$ cat config.mk
export PLATFORM = sky130hd
export DESIGN_NAME = serial_add_seq_flat
export DESIGN_NICKNAME = d
export VERILOG_FILES = /design/src/rtl/serial_add_seq_if.sv /design/src/rtl/serial_add_seq.sv /design/src/flat_wrapper.sv
export SDC_FILE = /design/constraint.sdc
export NUM_CORES = 1
export LEC_CHECK = 0
export BUFFER_PORTS_ARGS = -buffer_cell sky130_fd_sc_hd__buf_2
export CELL_PAD_IN_SITES_DETAIL_PLACEMENT = 1
export CELL_PAD_IN_SITES_GLOBAL_PLACEMENT = 2
export CORE_ASPECT_RATIO = 0.6
export CORE_MARGIN = 5
export CORE_UTILIZATION = 25
export CTS_CLUSTER_DIAMETER = 60
export DETAILED_ROUTE_END_ITERATION = 16
export MAX_ROUTING_LAYER = met4
export PLACE_DENSITY = 0.65
export SLEW_MARGIN = 20
export SYNTH_ARGS = -nofsm -noshare
export SYNTH_HDL_FRONTEND = slang
export SYNTH_HIERARCHICAL = 1
export SYNTH_SLANG_ARGS = --single-unit
$ cat constraint.sdc
create_clock -name clk -period 1.71 [get_ports clk]
set_clock_uncertainty 0.05 [all_clocks]
set_input_delay 0.2565 -clock clk [delete_from_list [all_inputs] [get_ports clk]]
set_output_delay 0.2565 -clock clk [all_outputs]
set_load 0.02 [all_outputs]
$ cat src/rtl/serial_add_seq_if.sv
// Handshake bundle for the bit-serial adder: operand request side and result side.
interface serial_add_seq_if #(
    parameter int WIDTH = 8
);
    logic             in_valid;
    logic             in_ready;
    logic [WIDTH-1:0] a_in;
    logic [WIDTH-1:0] b_in;
    logic             cin_in;
    logic             out_valid;
    logic             out_ready;
    logic [WIDTH-1:0] sum_out;
    logic             cout_out;
    logic             busy;

    modport master (
        output in_valid, a_in, b_in, cin_in, out_ready,
        input  in_ready, out_valid, sum_out, cout_out, busy
    );

    modport slave (
        input  in_valid, a_in, b_in, cin_in, out_ready,
        output in_ready, out_valid, sum_out, cout_out, busy
    );
endinterface

$ cat src/rtl/serial_add_seq.sv
// Bit-serial adder: one full_adder cell walked LSB-first over WIDTH cycles,
// operands in and result out through valid/ready handshakes.
module full_adder (
    input  logic a,
    input  logic b,
    input  logic cin,
    output logic s,
    output logic cout
);
    assign s    = a ^ b ^ cin;
    assign cout = (a & b) | (cin & (a ^ b));
endmodule

module serial_add_seq #(
    parameter int WIDTH = 8
) (
    input  logic            clk,
    input  logic            rst_n,
    serial_add_seq_if.slave bus
);
    localparam int CW = $clog2(WIDTH + 1);

    typedef enum logic [1:0] {
        IDLE = 2'b00,
        RUN  = 2'b01,
        DONE = 2'b10,
        TRAP = 2'b11
    } state_t;

    state_t           state_reg, state_next;
    logic [WIDTH-1:0] a_reg, a_next;
    logic [WIDTH-1:0] b_reg, b_next;
    logic [WIDTH-1:0] result_reg, result_next;
    logic [WIDTH-1:0] sum_reg, sum_next;
    logic             carry_reg, carry_next;
    logic             cout_reg, cout_next;
    logic [CW-1:0]    count_reg, count_next;
    logic [WIDTH-1:0] result_shift;
    logic             fa_s;
    logic             fa_cout;
    logic             last_bit;

    full_adder u_fa (
        .a   (a_reg[0]),
        .b   (b_reg[0]),
        .cin (carry_reg),
        .s   (fa_s),
        .cout(fa_cout)
    );

    // New sum bit enters at the MSB so after WIDTH shifts bit 0 sits at the LSB.
    genvar gi;
    generate
        for (gi = 0; gi < WIDTH - 1; gi++) begin : g_shift
            assign result_shift[gi] = result_reg[gi+1];
        end
    endgenerate
    assign result_shift[WIDTH-1] = fa_s;

    assign last_bit = (count_reg == CW'(WIDTH - 1));

    always_ff @(posedge clk or negedge rst_n) begin
        if (!rst_n) begin
            state_reg  <= IDLE;
            a_reg      <= '0;
            b_reg      <= '0;
            result_reg <= '0;
            sum_reg    <= '0;
            carry_reg  <= 1'b0;
            cout_reg   <= 1'b0;
            count_reg  <= '0;
        end else begin
            state_reg  <= state_next;
            a_reg      <= a_next;
            b_reg      <= b_next;
            result_reg <= result_next;
            sum_reg    <= sum_next;
            carry_reg  <= carry_next;
            cout_reg   <= cout_next;
            count_reg  <= count_next;
        end
    end

    always_comb begin
        state_next  = state_reg;
        a_next      = a_reg;
        b_next      = b_reg;
        result_next = result_reg;
        sum_next    = sum_reg;
        carry_next  = carry_reg;
        cout_next   = cout_reg;
        count_next  = count_reg;
        case (state_reg)
            IDLE: begin
                if (bus.in_valid) begin
                    a_next      = bus.a_in;
                    b_next      = bus.b_in;
                    carry_next  = bus.cin_in;
                    count_next  = '0;
                    result_next = '0;
                    state_next  = RUN;
                end
            end
            RUN: begin
                a_next      = a_reg >> 1;
                b_next      = b_reg >> 1;
                result_next = result_shift;
                carry_next  = fa_cout;
                count_next  = count_reg + CW'(1);
                // Published copy keeps the visible result frozen while the next add runs.
                if (last_bit) begin
                    sum_next   = result_shift;
                    cout_next  = fa_cout;
                    state_next = DONE;
                end
            end
            DONE: begin
                if (bus.out_ready) begin
                    state_next = IDLE;
                end
            end
            default: state_next = IDLE;
        endcase
    end

    assign bus.in_ready  = (state_reg == IDLE);
    assign bus.busy      = (state_reg == RUN);
    assign bus.out_valid = (state_reg == DONE);
    assign bus.sum_out   = sum_reg;
    assign bus.cout_out  = cout_reg;
endmodule

$ cat src/flat_wrapper.sv
// flat-port wrapper written by rule: the top's interface ports become plain ports
module serial_add_seq_flat 
#(
    parameter int WIDTH = 8
)
  (clk, rst_n, bus_in_valid, bus_a_in, bus_b_in, bus_cin_in, bus_out_ready, bus_in_ready, bus_out_valid, bus_sum_out, bus_cout_out, bus_busy);
  serial_add_seq_if #(.WIDTH(WIDTH)) bus_i ();
  input  logic clk;
  input  logic rst_n;
  input wire logic [$bits(bus_i.in_valid)-1:0] bus_in_valid;
  input wire logic [$bits(bus_i.a_in)-1:0] bus_a_in;
  input wire logic [$bits(bus_i.b_in)-1:0] bus_b_in;
  input wire logic [$bits(bus_i.cin_in)-1:0] bus_cin_in;
  input wire logic [$bits(bus_i.out_ready)-1:0] bus_out_ready;
  output wire logic [$bits(bus_i.in_ready)-1:0] bus_in_ready;
  output wire logic [$bits(bus_i.out_valid)-1:0] bus_out_valid;
  output wire logic [$bits(bus_i.sum_out)-1:0] bus_sum_out;
  output wire logic [$bits(bus_i.cout_out)-1:0] bus_cout_out;
  output wire logic [$bits(bus_i.busy)-1:0] bus_busy;
  assign bus_i.in_valid = bus_in_valid;
  assign bus_i.a_in = bus_a_in;
  assign bus_i.b_in = bus_b_in;
  assign bus_i.cin_in = bus_cin_in;
  assign bus_i.out_ready = bus_out_ready;
  assign bus_in_ready = bus_i.in_ready;
  assign bus_out_valid = bus_i.out_valid;
  assign bus_sum_out = bus_i.sum_out;
  assign bus_cout_out = bus_i.cout_out;
  assign bus_busy = bus_i.busy;
  serial_add_seq #(.WIDTH(WIDTH)) u_core (.clk(clk), .rst_n(rst_n), .bus(bus_i));
endmodule
# Word level (Yosys, flattened, before mapping)
# Index checks and enable logic that the tools add are counted.
op_classes:
  n_addsub: 1
  reduce_logical: 5
  mux: 14
  n_eq_ne: 6
  bitwise: 5
op_table:
  columns: ["cell", "n"]
  rows:
  - ["one-hot mux 8 bit (2 select lines)", 3]
  - ["2-to-1 mux 8 bit", 3]
  - ["one-hot mux 4 bit (2 select lines)", 1]
  - ["2-to-1 mux 2 bit", 3]
  - ["one-hot mux 2 bit (3 select lines)", 1]
  - ["adder 4 x 1 -> 4 bit (second input constant)", 1]
  - ["equality test 4 x 3 -> 1 bit (second input constant)", 1]
  - ["2-to-1 mux 4 bit", 1]
  - ["!= test 2 bit (second input constant)", 2]
  - ["AND reduction 2 bit", 2]
  - ["AND reduction 3 bit", 1]
  - ["bitwise AND 1 bit", 2]
  - ["equality test 2 x 1 -> 1 bit (second input constant)", 1]
  - ["equality test 2 bit (second input constant)", 1]
  - ["logical NOT 2 bit", 1]
  - ["!= test 2 x 1 -> 1 bit (second input constant)", 1]
  - ["one-hot mux 1 bit (2 select lines)", 1]
  - ["nonzero test 2 bit", 1]
  - ["XOR 1 bit", 2]
  - ["2-to-1 mux 1 bit", 1]
  - ["OR 1 bit", 1]
totals:
  regBits: 40
  out_inout_bits: 12

# Logic depth before layout (Yosys ltp)
depth:
  word_depth: 4
  mapped_depth: 5

# Hierarchy
# The synthesis kept the hierarchy.
by_module_without_submodules:
  columns: ["mod", "cells_per_inst", "area_each_um2", "instances"]
  rows:
  - ["serial_add_seq", 156, 1742.9, 1]
  - ["full_adder", 1, 20.0, 1]

# Worst setup path before layout
# OpenSTA, ideal clock, no wires.
synth_timing:
  path_type: "reg-to-reg"
  start: "register u_core.count_reg[0]"
  end: "register u_core.cout_reg, in the netlist u_core/bus.cout_out"
  required_time_ns: 1.535
  stages_incl_launch_ff: 5
  path_buffers: 0
  arrival_time_ns: 1.293
  slack_ns: 0.242
  setup_time_ns: 0.125
  synth_period_minus_slack_ns: 1.468
  cell_sequence: "dfrtp_1 -> ha_1 -> nand2_1 -> nor3_4 -> mux2_2"
synth_via:
  elab_chain_len: 2
synth_lines:
  columns: ["item", "line_no", "rtl"]
  rows:
  - ["start: declaration", "serial_add_seq.sv:37", "logic [CW-1:0] count_reg, count_next;"]
  - ["start signal: assignment", "serial_add_seq.sv:80", "count_reg <= count_next;"]
  - ["equality test 4 x 3 -> 1 bit", "serial_add_seq.sv:60", "assign last_bit = (count_reg == CW'(WIDTH - 1));"]
  - ["AND reduction 2 bit (no source line)", null, null]
  - ["end signal: assignment", "serial_add_seq.sv:79", "cout_reg <= cout_next;"]
  - ["end: declaration", "serial_add_seq.sv:36", "logic cout_reg, cout_next;"]
# No other way between the ends.
# A chain may end at the register's enable or synchronous reset.

# Worst setup path after layout
layout_timing:
  start: "register u_core.state_reg[0]"
  end: "output bus_out_valid"
layout_via:
  elab_chain_len: 1
layout_lines:
  columns: ["item", "line_no", "rtl"]
  rows:
  - ["start: declaration", "serial_add_seq.sv:30", "state_t state_reg, state_next;"]
  - ["start signal: assignment", "serial_add_seq.sv:73", "state_reg <= state_next;"]
  - ["equality test 2 bit", "serial_add_seq.sv:128", "assign bus.out_valid = (state_reg == DONE);"]
  - ["end: declaration", "flat_wrapper.sv:16", "output wire logic [$bits(bus_i.out_valid)-1:0] bus_out_valid;"]
# No other way between the ends.

==> results summary <==
The flow ran to the end, and the final reports show no timing, DRC or antenna violations. The starting density of the core came out at 0.261. Max-cap violations in this run came to 0. The share of total power in combinational logic came out at 0.352. Setup repair after global routing left no endpoint under its margin. In this run the most critical hold path is launched from bus_b_in[0]. Across all layers, the routed design uses roughly 1,300 vias.

The area added between synthesis and finish came out at 27.8%. The switching component of the power is about 1400 µW. The core area is 6760 µm².

The total of buffers placed on input and output ports is 32. The top-level port count is 33. The max-slew violation count is 0.

The post-route DRC violation count is 0. The net count reported at finish is 220. The part of the power in the clock network is 0.246.

The clock sink total is 39. Entering global routing, the biggest net connects 22 pins. The worst register-to-register path ends at u_core/bus.sum_out[4]$_DFFE_PN0P_. After detailed routing, the average wire length per cell comes to 16.0 µm.

The total power came out at about 4000 µW. The part of the Yosys area used for sequential elements is 0.554. The count of H-tree levels built during CTS came out at 2. The switching part of the total is 0.346. The delay of the slowest cell on the worst path is approximately 0.41 ns.

The cell count of the worst reg-to-reg path is 5. The floorplan has 23 rows. In this run, CTS created clock tree buffers numbering 5. Fill cells in the final layout number roughly 740.

The ratio of cells with drive above 1 in the final layout came out at 0.308. Timing would allow up to roughly 630 MHz. The clock tree root buffer cell is clkbuf_16. The worst register-to-register path begins at u_core/count_reg[0]$_DFFE_PN0P_. The actual transition at the worst max-transition pin is roughly 0.48 ns. The worst hold path terminates at u_core/b_reg[0]$_DFFE_PN0P_. The count of final setup violators is 0. The number of setup buffers added after CTS is 0.

The proportion of power drawn by flip-flops and latches came out at 0.403. Clock latency on the worst-skew pair, taken at its later pin, is between 0.2 and 0.3 ns. The number of synthesized flops with an enable pin is 0. The number of antenna diodes in the final layout is 0.

Across every metal layer, demand over resource in global routing totals 0.114. The number of antenna violations at the first check in global routing is 0. The path class of the tightest hold or removal check is in2reg. The number of register bits inferred by synthesis came out at 39. The largest buffer count on any clock path is 2. Of all flip-flops after synthesis, the portion carrying an async set or reset was 1.00. The signal on the critical path passes through buf_4, and2b_1, buf_2. The cell area after synthesis is 1760 µm².

The die boundary height came out at roughly 75 µm. The shortest period the worst path allows is about 1.6 ns. The cell depth of the worst hold path is 3. For this design, the slowest cell found on the critical path is dfrtp_1. The total iterations of the first detailed-routing run is 4. The average vias per placed instance is 4.71. The worst register-to-register path has a setup slack of approximately 0.16 ns. The worst endpoint data arrival time is between 1 and 1.5 ns. The total nets after synthesis is 180. The design internal power is around 2600 µW. Dividing the synthesized area by the synthesized cell count gives between 10 and 15 µm². The post-synthesis instance total came out at roughly 160.

STA classifies the critical path endpoint as an output pin. The last weighted congestion value of the routability-driven placer is around 0.74. The data required time of the critical path is 1.40 ns. The number of global-route vias before repair is roughly 1,400. The TritonCTS clock tree is yes.

The number of DRC markers after the initial detailed-route iteration came out at 50. In the finished design, the share of the clock period the worst path needs comes to 0.928. The final-report hold violation count came out at 0. The worst-case IR drop observed on VDD is 0.438 mV.

The wire-length estimate of the detail-placed layout is 3.15 mm. The kind of critical path is reg2out. The most used flip-flop cell after synthesis is dfrtp_1. The first-pass GRT wire length is roughly 7.7 mm. After clock tree synthesis, the clock-pin slew on the worst setup and hold paths is ~0.06 ns.

The total length of routed wires is 4.56 mm. The number of unique standard cell types used by synthesis is 23. The die is between 100 and 150 µm wide. The die covers ~9000 µm². The sum of overflow across all layers after global routing is 0. The detail route stage leaves a number of antenna-violating nets equal to 0.

The maximum fanout along the worst path came out at 14. Headroom to the max-slew limit came out at 0.677. The leakage dissipation is between 0.001 and 0.0015 µW. In the final timing run, aggregate negative setup slack is 0 ns.

The critical path launch point type is a register. For this design the ratio of total power to cell area is roughly 1700 nW/µm². For this run, the number of Yosys warnings is 6.
Yosys cell counts (all sizes together), types with 2 or more instances:
master	n	area (µm²)
nor2b	18	113
nor2	3	11.3
nand2	4	15.0
buf	4	22.5
dfrtp	39	976
o21ai	18	90.1
mux2	10	113
clkbuf	6	22.5
a22o	9	78.8
inv	2	7.51
a21oi	18	90.1
a22oi	16	120
logic make-up after synthesis:
group / share of synthesized area
AO/OA/AOI/OAI: 0.228
flip-flops: 0.554
AND/OR/NAND/NOR: 0.106
buffers and inverters: 0.0298
multiplexers: 0.0639
adder cells (fa/ha/maj): 0.0185
cells in the final DEF, fill, tap and decap left out, drive strengths merged:
cell type	synthesis	routed
nand3	1	1
nand2b	1	1
nand2	4	4
fa	1	1
ha	1	1
clkbuf	6	8
nor3	1	1
and2	1	1
mux2	10	10
a21o	1	1
dfrtp	39	39
nor2b	18	18
a22oi	16	16
o31ai	1	1
a22o	9	9
o21bai	1	1
a21oi	18	18
dlygate4sd3	0	1
nor2	3	3
and2b	1	1
o21ai	18	18
inv	2	2
buf	4	42
layout make-up:
| type | instances | area [µm²] | area share |
|---|---|---|---|
| flip-flops and latches | 39 | 976 | 0.433 |
| multi-input cells | 106 | 734 | 0.326 |
| repair buffers | 43 | 270 | 0.120 |
| clock buffers | 8 | 156 | 0.0694 |
| well taps | 87 | 109 | 0.0483 |
| inverters | 2 | 7.51 | 0.00333 |
stage by stage:
stage / hold slack (ns) / worst slack, ns / instances / instance area, µm² / utilization
after floorplan: -0.0891 / 0.242 / 157 / 1760 / -
after global placement: 0.198 / 0.225 / 276 / 2090 / 0.309
after detailed placement: 0.199 / 0.156 / 276 / 2090 / 0.309
after CTS: 0.204 / 0.110 / 285 / 2250 / 0.333
after global routing: 0.215 / 0.0706 / 285 / 2250 / 0.333
final: 0.213 / 0.123 / 285 / 2250 / 0.333
routing by layer:
metal | track usage | vias to the layer above | routed length, µm
met2 | 0.168 | 17 | 2060
li1 | - | 649 | -
met5 | - | - | 0
met1 | 0.156 | 667 | 2330
met4 | 0.0377 | 0 | 62
met3 | 0.0233 | 8 | 104
worst max-delay path by stage:
stage | start | cells after the start | end
floorplan | u_core/count_reg[0]$_DFFE_PN0P_ | 4 | u_core/bus.cout_out$_DFFE_PN0P_
global placement | u_core/count_reg[0]$_DFFE_PN0P_ | 5 | u_core/bus.sum_out[6]$_DFFE_PN0P_
detailed placement | u_core/count_reg[0]$_DFFE_PN0P_ | 5 | u_core/bus.sum_out[4]$_DFFE_PN0P_
CTS | u_core/state_reg[0]$_DFFE_PN0P_ | 3 | bus_out_valid
global route | u_core/state_reg[1]$_DFFE_PN0P_ | 3 | bus_busy
finish | u_core/state_reg[0]$_DFFE_PN0P_ | 3 | bus_out_valid
timing repair:
action                                 CTS  global route
hold buffers                             1             0
resized for setup                        0             0
setup endpoints to repair                0             0
endpoints found under the hold margin   18             0
critical path: cells and delay by family (launching register included):
| family | cells | cell delay [ns] |
|---|---|---|
| simple gates | 1 | 0.22 |
| buf+inv | 2 | 0.37 |
| flops | 1 | 0.41 |
power groups by stage:
stage,clock (µW),combinational (µW),sequential (µW)
after detailed placement,0,1390,1600
after global placement,0,1370,1590
after CTS,998,1400,1590
after global routing,1040,1530,1650
after floorplan,0,850,1620
final,965,1380,1580
Note: power is estimated with default switching activity, not from simulation.
